### config.mk
export PLATFORM = sky130hd
export DESIGN_NAME = calc_operand_sequencer
export DESIGN_NICKNAME = d
export VERILOG_FILES = /design/src/rtl/calc_operand_sequencer.sv
export SDC_FILE = /design/constraint.sdc
export NUM_CORES = 1
export LEC_CHECK = 0
export ABC_AREA = 0
export CAP_MARGIN = 20
export CORE_MARGIN = 10
export CORE_UTILIZATION = 30
export CTS_CLUSTER_DIAMETER = 80
export DETAILED_ROUTE_END_ITERATION = 12
export HOLD_SLACK_MARGIN = 0.03
export MAX_ROUTING_LAYER = met4
export PLACE_DENSITY = 0.62
export SYNTH_ARGS = -nofsm -noshare
export SYNTH_HDL_FRONTEND = slang
export SYNTH_SLANG_ARGS = --single-unit
### constraint.sdc
create_clock -name clk -period 4.6 [get_ports clk]
set_clock_uncertainty 0.2 [all_clocks]
set_input_delay 1.38 -clock clk [delete_from_list [all_inputs] [get_ports clk]]
set_output_delay 1.38 -clock clk [all_outputs]
set_load 0.02 [all_outputs]
### src/rtl/calc_operand_sequencer.sv
// Front-end sequencer for the 4-bit calculator: collects A, B and opcode from the switch bank,
// holds them on the ALU bus for SETTLE cycles, then captures the ALU result for display and chaining.
module calc_operand_sequencer #(
  parameter int SETTLE = 2
) (
  input  logic       clk,
  input  logic       reset,
  input  logic [3:0] sw,
  input  logic       btn_enter,
  input  logic       btn_clear,
  input  logic [3:0] alu_result,
  input  logic       alu_overflow,
  output logic [3:0] alu_a,
  output logic [3:0] alu_b,
  output logic [3:0] alu_opcode,
  output logic       alu_reset,
  output logic [3:0] result_q,
  output logic       ovf_q,
  output logic       err_q,
  output logic       done,
  output logic [2:0] state_q
);

  localparam logic [2:0] S_A    = 3'd0;
  localparam logic [2:0] S_B    = 3'd1;
  localparam logic [2:0] S_OP   = 3'd2;
  localparam logic [2:0] S_EXEC = 3'd3;
  localparam logic [2:0] S_DONE = 3'd4;

  localparam logic [3:0] CNT_INIT = 4'(SETTLE - 1);

  logic       btn_d;
  logic       press;
  logic [3:0] cnt;

  // Opcodes 1101..1111 are undefined; 1001 with a zero B operand is a divide-by-zero.
  function automatic logic is_reject(input logic [3:0] op, input logic [3:0] b);
    return (op == 4'b1101) || (op == 4'b1110) || (op == 4'b1111) ||
           ((op == 4'b1001) && (b == 4'd0));
  endfunction

  assign press     = btn_enter & ~btn_d;
  assign alu_reset = (state_q == S_A);

  // Edge detector keeps sampling through clear so a button held across clear is not a new press.
  always_ff @(posedge clk) begin
    if (reset) btn_d <= 1'b0;
    else       btn_d <= btn_enter;
  end

  always_ff @(posedge clk) begin
    if (reset || btn_clear) begin
      state_q    <= S_A;
      alu_a      <= 4'd0;
      alu_b      <= 4'd0;
      alu_opcode <= 4'd0;
      result_q   <= 4'd0;
      ovf_q      <= 1'b0;
      err_q      <= 1'b0;
      done       <= 1'b0;
      cnt        <= 4'd0;
    end else begin
      done <= 1'b0;
      case (state_q)
        S_A: begin
          if (press) begin
            alu_a   <= sw;
            state_q <= S_B;
          end
        end
        S_B: begin
          if (press) begin
            alu_b   <= sw;
            state_q <= S_OP;
          end
        end
        S_OP: begin
          if (press) begin
            alu_opcode <= sw;
            if (is_reject(sw, alu_b)) begin
              err_q    <= 1'b1;
              result_q <= 4'd0;
              ovf_q    <= 1'b0;
              done     <= 1'b1;
              state_q  <= S_DONE;
            end else begin
              cnt     <= CNT_INIT;
              state_q <= S_EXEC;
            end
          end
        end
        S_EXEC: begin
          if (cnt == 4'd0) begin
            result_q <= alu_result;
            ovf_q    <= alu_overflow;
            err_q    <= 1'b0;
            done     <= 1'b1;
            state_q  <= S_DONE;
          end else begin
            cnt <= cnt - 4'd1;
          end
        end
        S_DONE: begin
          if (press) begin
            if (!err_q) begin
              alu_a   <= result_q;
              ovf_q   <= 1'b0;
              state_q <= S_B;
            end else begin
              err_q   <= 1'b0;
              state_q <= S_A;
            end
          end
        end
        default: state_q <= S_A;
      endcase
    end
  end

endmodule

# [Yosys cells after proc, flatten, opt, wreduce, memory -nomap -nowiden]
# Index checks and enable logic that the tools add are counted.
[op_classes] add_sub_neg=1 n_eq_ne=17 mux=35 bitwise=2 reduce_logical=19
[op_table] op="4-bit 2-to-1 mux" count=9
[op_table] op="4-bit one-hot mux with 2 select lines" count=3
[op_table] op="3-bit 2-to-1 mux" count=6
[op_table] op="4-bit == test, second input constant" count=4
[op_table] op="2-bit != test, second input constant" count=8
[op_table] op="3-bit one-hot mux with 5 select lines" count=1
[op_table] op="1-bit 2-to-1 mux" count=13
[op_table] op="4-bit AND reduction" count=3
[op_table] op="5-bit AND reduction" count=2
[op_table] op="4-bit zero test" count=2
[op_table] op="3-bit by 2-bit == test with 1-bit output, second input constant" count=2
[op_table] op="1-bit one-hot mux with 3 select lines" count=2
[op_table] op="6-bit AND reduction" count=1
[op_table] op="1-bit logical OR" count=4
[op_table] op="2-bit AND reduction" count=2
[op_table] op="2-bit nonzero test" count=2
[op_table] op="4-bit by 1-bit subtractor with 4-bit output, second input constant" count=1
[op_table] op="3-bit by 1-bit == test with 1-bit output, second input constant" count=1
[op_table] op="3-bit == test, second input constant" count=1
[op_table] op="3-bit zero test" count=1
[op_table] op="3-bit nonzero test" count=1
[op_table] op="2-bit by 1-bit != test with 1-bit output, second input constant" count=1
[op_table] op="1-bit one-hot mux with 2 select lines" count=1
[op_table] op="1-bit bitwise AND" count=1
[op_table] op="2 further kinds" count=2
[totals] regBits=27 inputBits=13 output_inout_bits=23 elab_cells=84

# [Depth between registers and ports, before layout]
# Gate-level depths: netlist of run 1.
[logic_depth] ltp_word=7 mapped_depth=6 mapped_depth_nobuf=6

# [Worst setup path before layout of run 1]
# OpenSTA, ideal clock, no wires.
[synth_timing] kind="input port to flip-flop" start="in sw[1]" end="reg state_q[0]" setup_time_ns=0.115 arrival_ns=2.478 required_ns=4.285 slack_ns=1.808 path_stages=4 n_path_buf=0 path_cell_list="or4b_4 > o211ai_2 > o2bb2a_1 > o21a_1"
[synth_via] elab_chain_cells=7 elab_cells_between_ends=11 cone_classes="4 x eq/ne; 3 x mux; 4 x reduce/logical"
[synth_rtl] element="start, declared" line="8" source="input logic [3:0] sw,"
[synth_rtl] element="4-bit == test" line="38" source="return (op == 4'b1101) || (op == 4'b1110) || (op == 4'b1111) ||"
[synth_rtl] element="1-bit logical OR (2 in series)" line="38"
[synth_rtl] element="1-bit logical OR (*)" line="38"
[synth_rtl] element="3-bit 2-to-1 mux (*)" line="80" source="if (is_reject(sw, alu_b)) begin"
[synth_rtl] element="3-bit 2-to-1 mux (*)" line="78" source="if (press) begin"
[synth_rtl] element="3-bit one-hot mux with 5 select lines (*)" line="64" source="case (state_q)"
[synth_rtl] element="end signal, assigned" line="68" source="state_q <= S_B;"
[synth_rtl] element="end signal, assigned" line="85" source="state_q <= S_DONE;"
[synth_rtl] element="end signal, assigned" line="88" source="state_q <= S_EXEC;"
[synth_rtl] element="end, declared" line="21" source="output logic [2:0] state_q"
# Mark *: on every way between the ends. The rest lies on a longest branch, timed or not. The select of a mux whose other input is x is not followed.
# A chain may end at the register's enable or synchronous reset.

# [Worst setup path after layout of run 1]
[layout_timing] start="reg state_q[0]" end="out alu_reset"
[layout_via] elab_chain_cells=1
[layout_rtl] element="start signal, assigned" line="53" source="state_q <= S_A;"
[layout_rtl] element="start signal, assigned" line="68"
[layout_rtl] element="start signal, assigned" line="74" source="state_q <= S_OP;"
[layout_rtl] element="3-bit zero test" line="43" source="assign alu_reset = (state_q == S_A);"
[layout_rtl] element="end, declared" line="16" source="output logic alu_reset,"
# Every way passes these cells.

==> results of run 1 <==
-- where the power goes --
group	internal [W]	switching (W)
Combinational	0.0000246	0.0000265
Clock	0.0000607	0.0000749
Sequential	0.000237	0.00000399
Total	0.000322	0.000105
-- metrics by stage --
stage	worst slack, ps	area [um^2]	instances
finish	1380	1760	236
global route	1280	1760	236
global placement	1220	1710	232
CTS	1360	1760	236
floorplan	1810	1330	154
detailed placement	1210	1710	232
-- metal layers --
metal | wire [um] | part of all wire (%) | vias to the layer above | track usage, %
met5 | 0 | 0 | - | -
met3 | 140 | 4.0 | 2 | 2.16
met4 | 38 | 1.1 | 0 | 3.39
li1 | - | - | 607 | -
met2 | 1510 | 44 | 25 | 14.1
met1 | 1770 | 51 | 520 | 12.7
-- path summary, 6_finish.rpt --
check / depth (start not counted) / slack (ps) / to / start
worst max-delay path: 2 / 1380 / alu_reset / state_q[0]
worst min-delay path: 2 / 260 / alu_opcode[0] / alu_opcode[0]
worst max register to register: 4 / 2530 / alu_b[3] / state_q[0]
worst min register to register: 2 / 260 / alu_opcode[0] / alu_opcode[0]
-- final cells by class --
type	instances	area [um^2]
inverters	3	11.3
clock buffers	3	41.3
repair buffers	36	358
multi-input cells	114	737
clock inverters	1	5.00
well taps	52	65.1
fillers	451	2570
flip-flops and latches	27	541
-- state kept, by name, indices dropped and copies added (netlist names) --
| name | cells |
|---|---|
| err_q | 1 |
| cnt | 4 |
| alu_b | 4 |
| alu_opcode | 4 |
| state_q | 3 |
| ovf_q | 1 |
| alu_a | 4 |
| btn_d | 1 |
| result_q | 4 |
| done | 1 |
-- worst max-delay path: cells and delay by family (launching register included) --
family | cells | cell delay (ps)
simple gates | 1 | 260
buf+inv | 1 | 640
flops | 1 | 470
-- kinds of logic (layout without fill, tap and decap cells) --
| group | after synthesis | count (layout) | share of synthesized area, % |
|---|---|---|---|
| simple gates | 68 | 68 | 28.6 |
| compound gates | 35 | 35 | 18.3 |
| flops | 27 | 27 | 40.6 |
| buf+inv | 13 | 43 | 4.04 |
| mux | 10 | 10 | 7.52 |
| fa+ha+maj | 1 | 1 | 0.940 |
-- cells in the final DEF (no fill, tap or decap), drive strengths merged --
| master | instances |
|---|---|
| or3b | 1 |
| clkinv | 1 |
| a21oi | 15 |
| nor4b | 1 |
| a211o | 1 |
| nand3b | 3 |
| or2 | 1 |
| clkdlybuf4s50 | 35 |
| nand2b | 2 |
| nand2 | 26 |
| clkbuf | 3 |
| a31o | 1 |
| o21a | 2 |
| a22oi | 1 |
| o2bb2a | 1 |
| o22ai | 1 |
| or3 | 1 |
| and3b | 1 |
| dfxtp | 27 |
| mux2i | 10 |
| ha | 1 |
| and2 | 2 |
| nand4bb | 1 |
| a2111oi | 1 |
| o21ai | 2 |
| nor2 | 8 |
| o31a | 1 |
| nand3 | 9 |
| nor3 | 5 |
| o211ai | 3 |
| buf | 1 |
| inv | 3 |
| a31oi | 1 |
| nor2b | 2 |
| a211oi | 5 |
| nor3b | 3 |
| or4b | 2 |
==> impl_metrics.env, run 1 <==
export IMPL_outcome="finished clean"
export IMPL_synth_edff_count=0
export IMPL_yosysMostFrequentCell="dfxtp_1"
export IMPL_io_pin_count=36
export IMPL_rsz_0062_raised_after_global_routing="no"
export IMPL_timing_max_transition_violations_final=0
export IMPL_crit_path_start_kind="register"
export IMPL_final_hold_worst_slack_ps=261
export IMPL_synth_cell_area_um2=1330
export IMPL_cp_cell_sequence="nor3_1 -> clkdlybuf4s50_1"
export IMPL_antenna_violating_nets_post_route=0
export IMPL_drv_max_cap_violation_count=0
export IMPL_gr_usage_all_layers_pct=9.64
export IMPL_htree_levels=1
export IMPL_half_perimeter_wire_length_of_the_detailed_placement_result_um=2640
export IMPL_cts_tree="yes"
export IMPL_path_class="reg2out"
export IMPL_p_leak_nw=0.594
export IMPL_hold_bufs_at_cts=0
export IMPL_worst_path_largest_cell_delay_ps=640
export IMPL_nNetsFinal=199
export IMPL_postRouteWirelength_um=3460
export IMPL_height_of_the_die_um=86.6
export IMPL_setup_viol=0
export IMPL_die_ar_um2=7500
export IMPL_cp_end_kind="primary output"
export IMPL_grt_max_degree=20
export IMPL_p_per_area_nw_per_um2=243
export IMPL_flow_area_growth_from_synthesis_pct=32.0
export IMPL_cpMaxStageDelayCell="clkdlybuf4s50_1"
export IMPL_detail_route_wl_per_cell_um=14.7
export IMPL_synthCells=154
export IMPL_synth_async_sr_flop_share_pct=0
export IMPL_worst_slew_pin_transition_ps=996
export IMPL_clock_sinks=27
export IMPL_synthDominantAreaCellType="dfxtp_1"
export IMPL_finalWorstPathRequiredPeriod_ps=3220
export IMPL_timing_slew_headroom_pct=33.4
export IMPL_tritoncts_num_buffers=3
export IMPL_gp_congestion=0.823
export IMPL_clk_pin_slew_worst_paths_ps=90
export IMPL_postSynthAreaPerCell_um2=8.64
export IMPL_finalPower_w=0.000427
export IMPL_insertedDiodeCount=0
export IMPL_period_share_pct=70.0
export IMPL_clkLatencyLatePin_ps=270
export IMPL_synth_distinct_cells=40
export IMPL_detail_route_vias_per_cell=4.89
export IMPL_route_vias_total=1154
export IMPL_die_w_um=86.6
export IMPL_ctsRootBufferMaster="clkbuf_8"
export IMPL_drive_above_1_share_pct=8.70
export IMPL_floorplan_initialDensity_pct=30.8
export IMPL_drt_pre_antenna_iters=4
export IMPL_path_max_fanout=13
export IMPL_netlist_top_cells_area="dfxtp_1 41%, mux2i_1 7.5%, nand2_1 7.3%"
export IMPL_cp_arrival_ps=1640
export IMPL_ctsLongestPathBuffers=2
export IMPL_initial_antenna_violation_count=0
export IMPL_port_buffers=35
export IMPL_max_vdd_ir_drop_uv=107
export IMPL_yosysTopAreaCellShare_pct=40.6
export IMPL_postCtsSetupRepairBufs=0
export IMPL_drc_errors=0
export IMPL_sequential_to_total_area_share_from_yosys_stat_pct=40.6
export IMPL_final_util_pct=40.7
export IMPL_placement_rows=24
export IMPL_worstHoldPathType="reg2reg"
export IMPL_via_count_of_the_first_global_routing_pass=1163
export IMPL_fmaxAchievable_mhz=311
export IMPL_drt_iter0_drc=76
export IMPL_count_of_state_elements_after_synthesis=27
export IMPL_grt_first_pass_wirelength_um=5870
export IMPL_fp_coreArea_um2=4320
export IMPL_post_cts_resized=0
export IMPL_post_synth_most_frequent_cells="27 x dfxtp_1, 26 x nand2_1, 14 x a21oi_1, 10 x mux2i_1, 9 x nand3_1"
export IMPL_ys_flop_type="dfxtp_1"
export IMPL_synth_fp_nets=168
export IMPL_yosysWarningCount=0
export IMPL_final_setup_tns_ps=0
export IMPL_globalRoute_totalOverflow=0
export IMPL_crit_required_ps=3020
export IMPL_finalHoldViolCount=0
Power figures use the tool's default switching activity.
==> inputs of run 2 (changes only) <==
==> constraint.sdc (replaced) <==
create_clock -name clk -period 3 [get_ports clk]
set_clock_uncertainty 0.2 [all_clocks]
set_input_delay 0.9 -clock clk [delete_from_list [all_inputs] [get_ports clk]]
set_output_delay 0.9 -clock clk [all_outputs]
set_load 0.02 [all_outputs]
==> run 2 against run 1 <==
Routed wire length is 2.7% higher. Flip-flop and latch count stayed put. Power is 54% higher. Register-to-register slack worse by 1600 ps. First-iteration DRC count is 86% higher. Die area stayed put. Via count is 5.7% higher. Critical path depth stayed put. Combinational power is 65% higher. Sequential power is 53% higher. Critical path type unchanged. Largest cell class unchanged.
==> impl_metrics.env, run 2 (synthesis gave the netlist of run 1 again) <==
export IMPL_cp_arrival_ps=1650
export IMPL_path_class="reg2out"
export IMPL_grt_met1_usage_pct=12.7
export IMPL_floorplan_initialDensity_pct=30.8
export IMPL_pwr_share_seq_pct=55.9
export IMPL_ctsRootBufferMaster="clkbuf_8"
export IMPL_rsz_0062_raised_after_global_routing="no"
export IMPL_path_max_fanout=13
export IMPL_finalWorstPathRequiredPeriod_ps=2750
export IMPL_gr_usage_all_layers_pct=9.92
export IMPL_globalRoute_totalOverflow=0
export IMPL_io_pin_count=36
export IMPL_regArea_um2=541
export IMPL_final_setup_tns_ps=0
export IMPL_detail_route_wl_per_cell_um=14.6
export IMPL_postLayoutCellArea_um2=1810
export IMPL_grt_met3_usage_pct=2.44
export IMPL_nNetsFinal=206
export IMPL_post_cts_resized=0
export IMPL_swShare_pct=24.5
export IMPL_postRouteWirelength_um=3550
export IMPL_final_common_cell="clkdlybuf4s50_1"
export IMPL_worst_slew_pin_transition_ps=763
export IMPL_fp_coreArea_um2=4320
export IMPL_clock_sinks=27
export IMPL_gr_max_usage_layer="met2"
export IMPL_finalHoldViolCount=0
export IMPL_tritoncts_num_buffers=3
export IMPL_dpl_cell_count=239
export IMPL_initial_antenna_violation_count=0
export IMPL_port_buffers=35
export IMPL_timing_max_transition_violations_final=0
export IMPL_fmaxAchievable_mhz=364
export IMPL_finish_cell_count_without_fillers=243
export IMPL_cp_end_kind="primary output"
export IMPL_crit_required_ps=1900
export IMPL_worst_slack_ps=253
export IMPL_drive_above_1_share_pct=12.0
export IMPL_grt_max_degree=16
export IMPL_via_count_of_the_first_global_routing_pass=1250
export IMPL_max_vdd_ir_drop_uv=191
export IMPL_most_common_layout_cells="35 x clkdlybuf4s50_1, 27 x dfxtp_1, 26 x nand2_1"
export IMPL_detail_route_vias_per_cell=5.02
export IMPL_place_area_um2=1760
export IMPL_grt_first_pass_wirelength_um=6020
export IMPL_crit_path_start_kind="register"
export IMPL_clkLatencyLatePin_ps=270
export IMPL_die_ar_um2=7500
export IMPL_die_w_um=86.6
export IMPL_postCtsSetupRepairBufs=0
export IMPL_flow_area_growth_from_synthesis_pct=36.0
export IMPL_route_vias_total=1220
export IMPL_cts_tree="yes"
export IMPL_gp_congestion=0.869
export IMPL_drc_errors=0
export IMPL_finalPower_w=0.000659
export IMPL_drt_iter0_drc=141
export IMPL_placement_rows=24
export IMPL_htree_levels=1
export IMPL_p_per_area_nw_per_um2=364
export IMPL_period_share_pct=91.6
export IMPL_p_leak_nw=0.628
export IMPL_half_perimeter_wire_length_of_the_detailed_placement_result_um=2830
export IMPL_power_frac_comb_pct=12.8
export IMPL_outcome="finished clean"
export IMPL_drv_max_cap_violation_count=0
export IMPL_hold_bufs_at_cts=0
export IMPL_share_clk_of_total_power_pct=31.3
export IMPL_clk_pin_slew_worst_paths_ps=90
export IMPL_post_place_ws_ps=62.3
export IMPL_ctsLongestPathBuffers=2
export IMPL_height_of_the_die_um=86.6
export IMPL_insertedDiodeCount=0
export IMPL_drt_pre_antenna_iters=4
export IMPL_worstHoldPathType="reg2reg"
export IMPL_global_route_usage_met2_pct=15.1
export IMPL_setup_viol=0
export IMPL_timing_slew_headroom_pct=49.0
export IMPL_filler_cell_count_in_the_final_layout=451
export IMPL_antenna_violating_nets_post_route=0
export IMPL_power_internal_w=0.000498
export IMPL_net_sw_power_w=0.000161
export IMPL_multi_input_comb_area_um2=737
==> run 2: changes by cell type in the layout (fill, tap and decap cells not counted), sizes merged <==
| cell | change |
|---|---|
| buf | +7 |
==> run 2: worst max-delay path, cell delays in order, from the launching register on <==
cell             delay (ps)
dfxtp_1                 460
nor3_1                  270
clkdlybuf4s50_1         640
==> run 2: path summary, 6_finish.rpt <==
path	start	end	slack [ps]	depth (start not counted)
worst min register to register	alu_opcode[0]	alu_opcode[0]	260	2
worst min-delay path	alu_opcode[0]	alu_opcode[0]	260	2
worst max-delay path	state_q[0]	alu_reset	250	2
worst max register to register	state_q[0]	alu_b[3]	930	4
==> run 2: cell type report <==
class | instances | share of cell area (%)
tap | 52 | 3.59
timing repair buffer | 43 | 22.7
inverter | 3 | 0.622
clock buffer | 3 | 2.28
multi-input combinational | 114 | 40.7
clock inverter | 1 | 0.276
sequential | 27 | 29.9
==> run 2: through the flow <==
step / utilization (%) / hold slack (ps)
finish: 41.9 / 260
global route: 41.9 / 290
CTS: 41.9 / 264
detailed placement: 40.8 / 250
global placement: 40.8 / 244
floorplan: - / 248
==> run 2: power groups by stage <==
| stage | registers (W) | logic, W | clock network [W] |
|---|---|---|---|
| global route | 0.000369 | 0.0000922 | 0.000224 |
| CTS | 0.000368 | 0.0000848 | 0.000211 |
| finish | 0.000368 | 0.0000843 | 0.000206 |
| global placement | 0.000377 | 0.0000842 | 0 |
| detailed placement | 0.000377 | 0.0000844 | 0 |
| floorplan | 0.000379 | 0.0000397 | 0 |
==> run 2: metal layers <==
| layer | wire, um | up-vias |
|---|---|---|
| met3 | 181 | 0 |
| met2 | 1620 | 27 |
| met1 | 1760 | 571 |
| li1 | - | 622 |
| met4 | 0 | 0 |
| met5 | 0 | - |
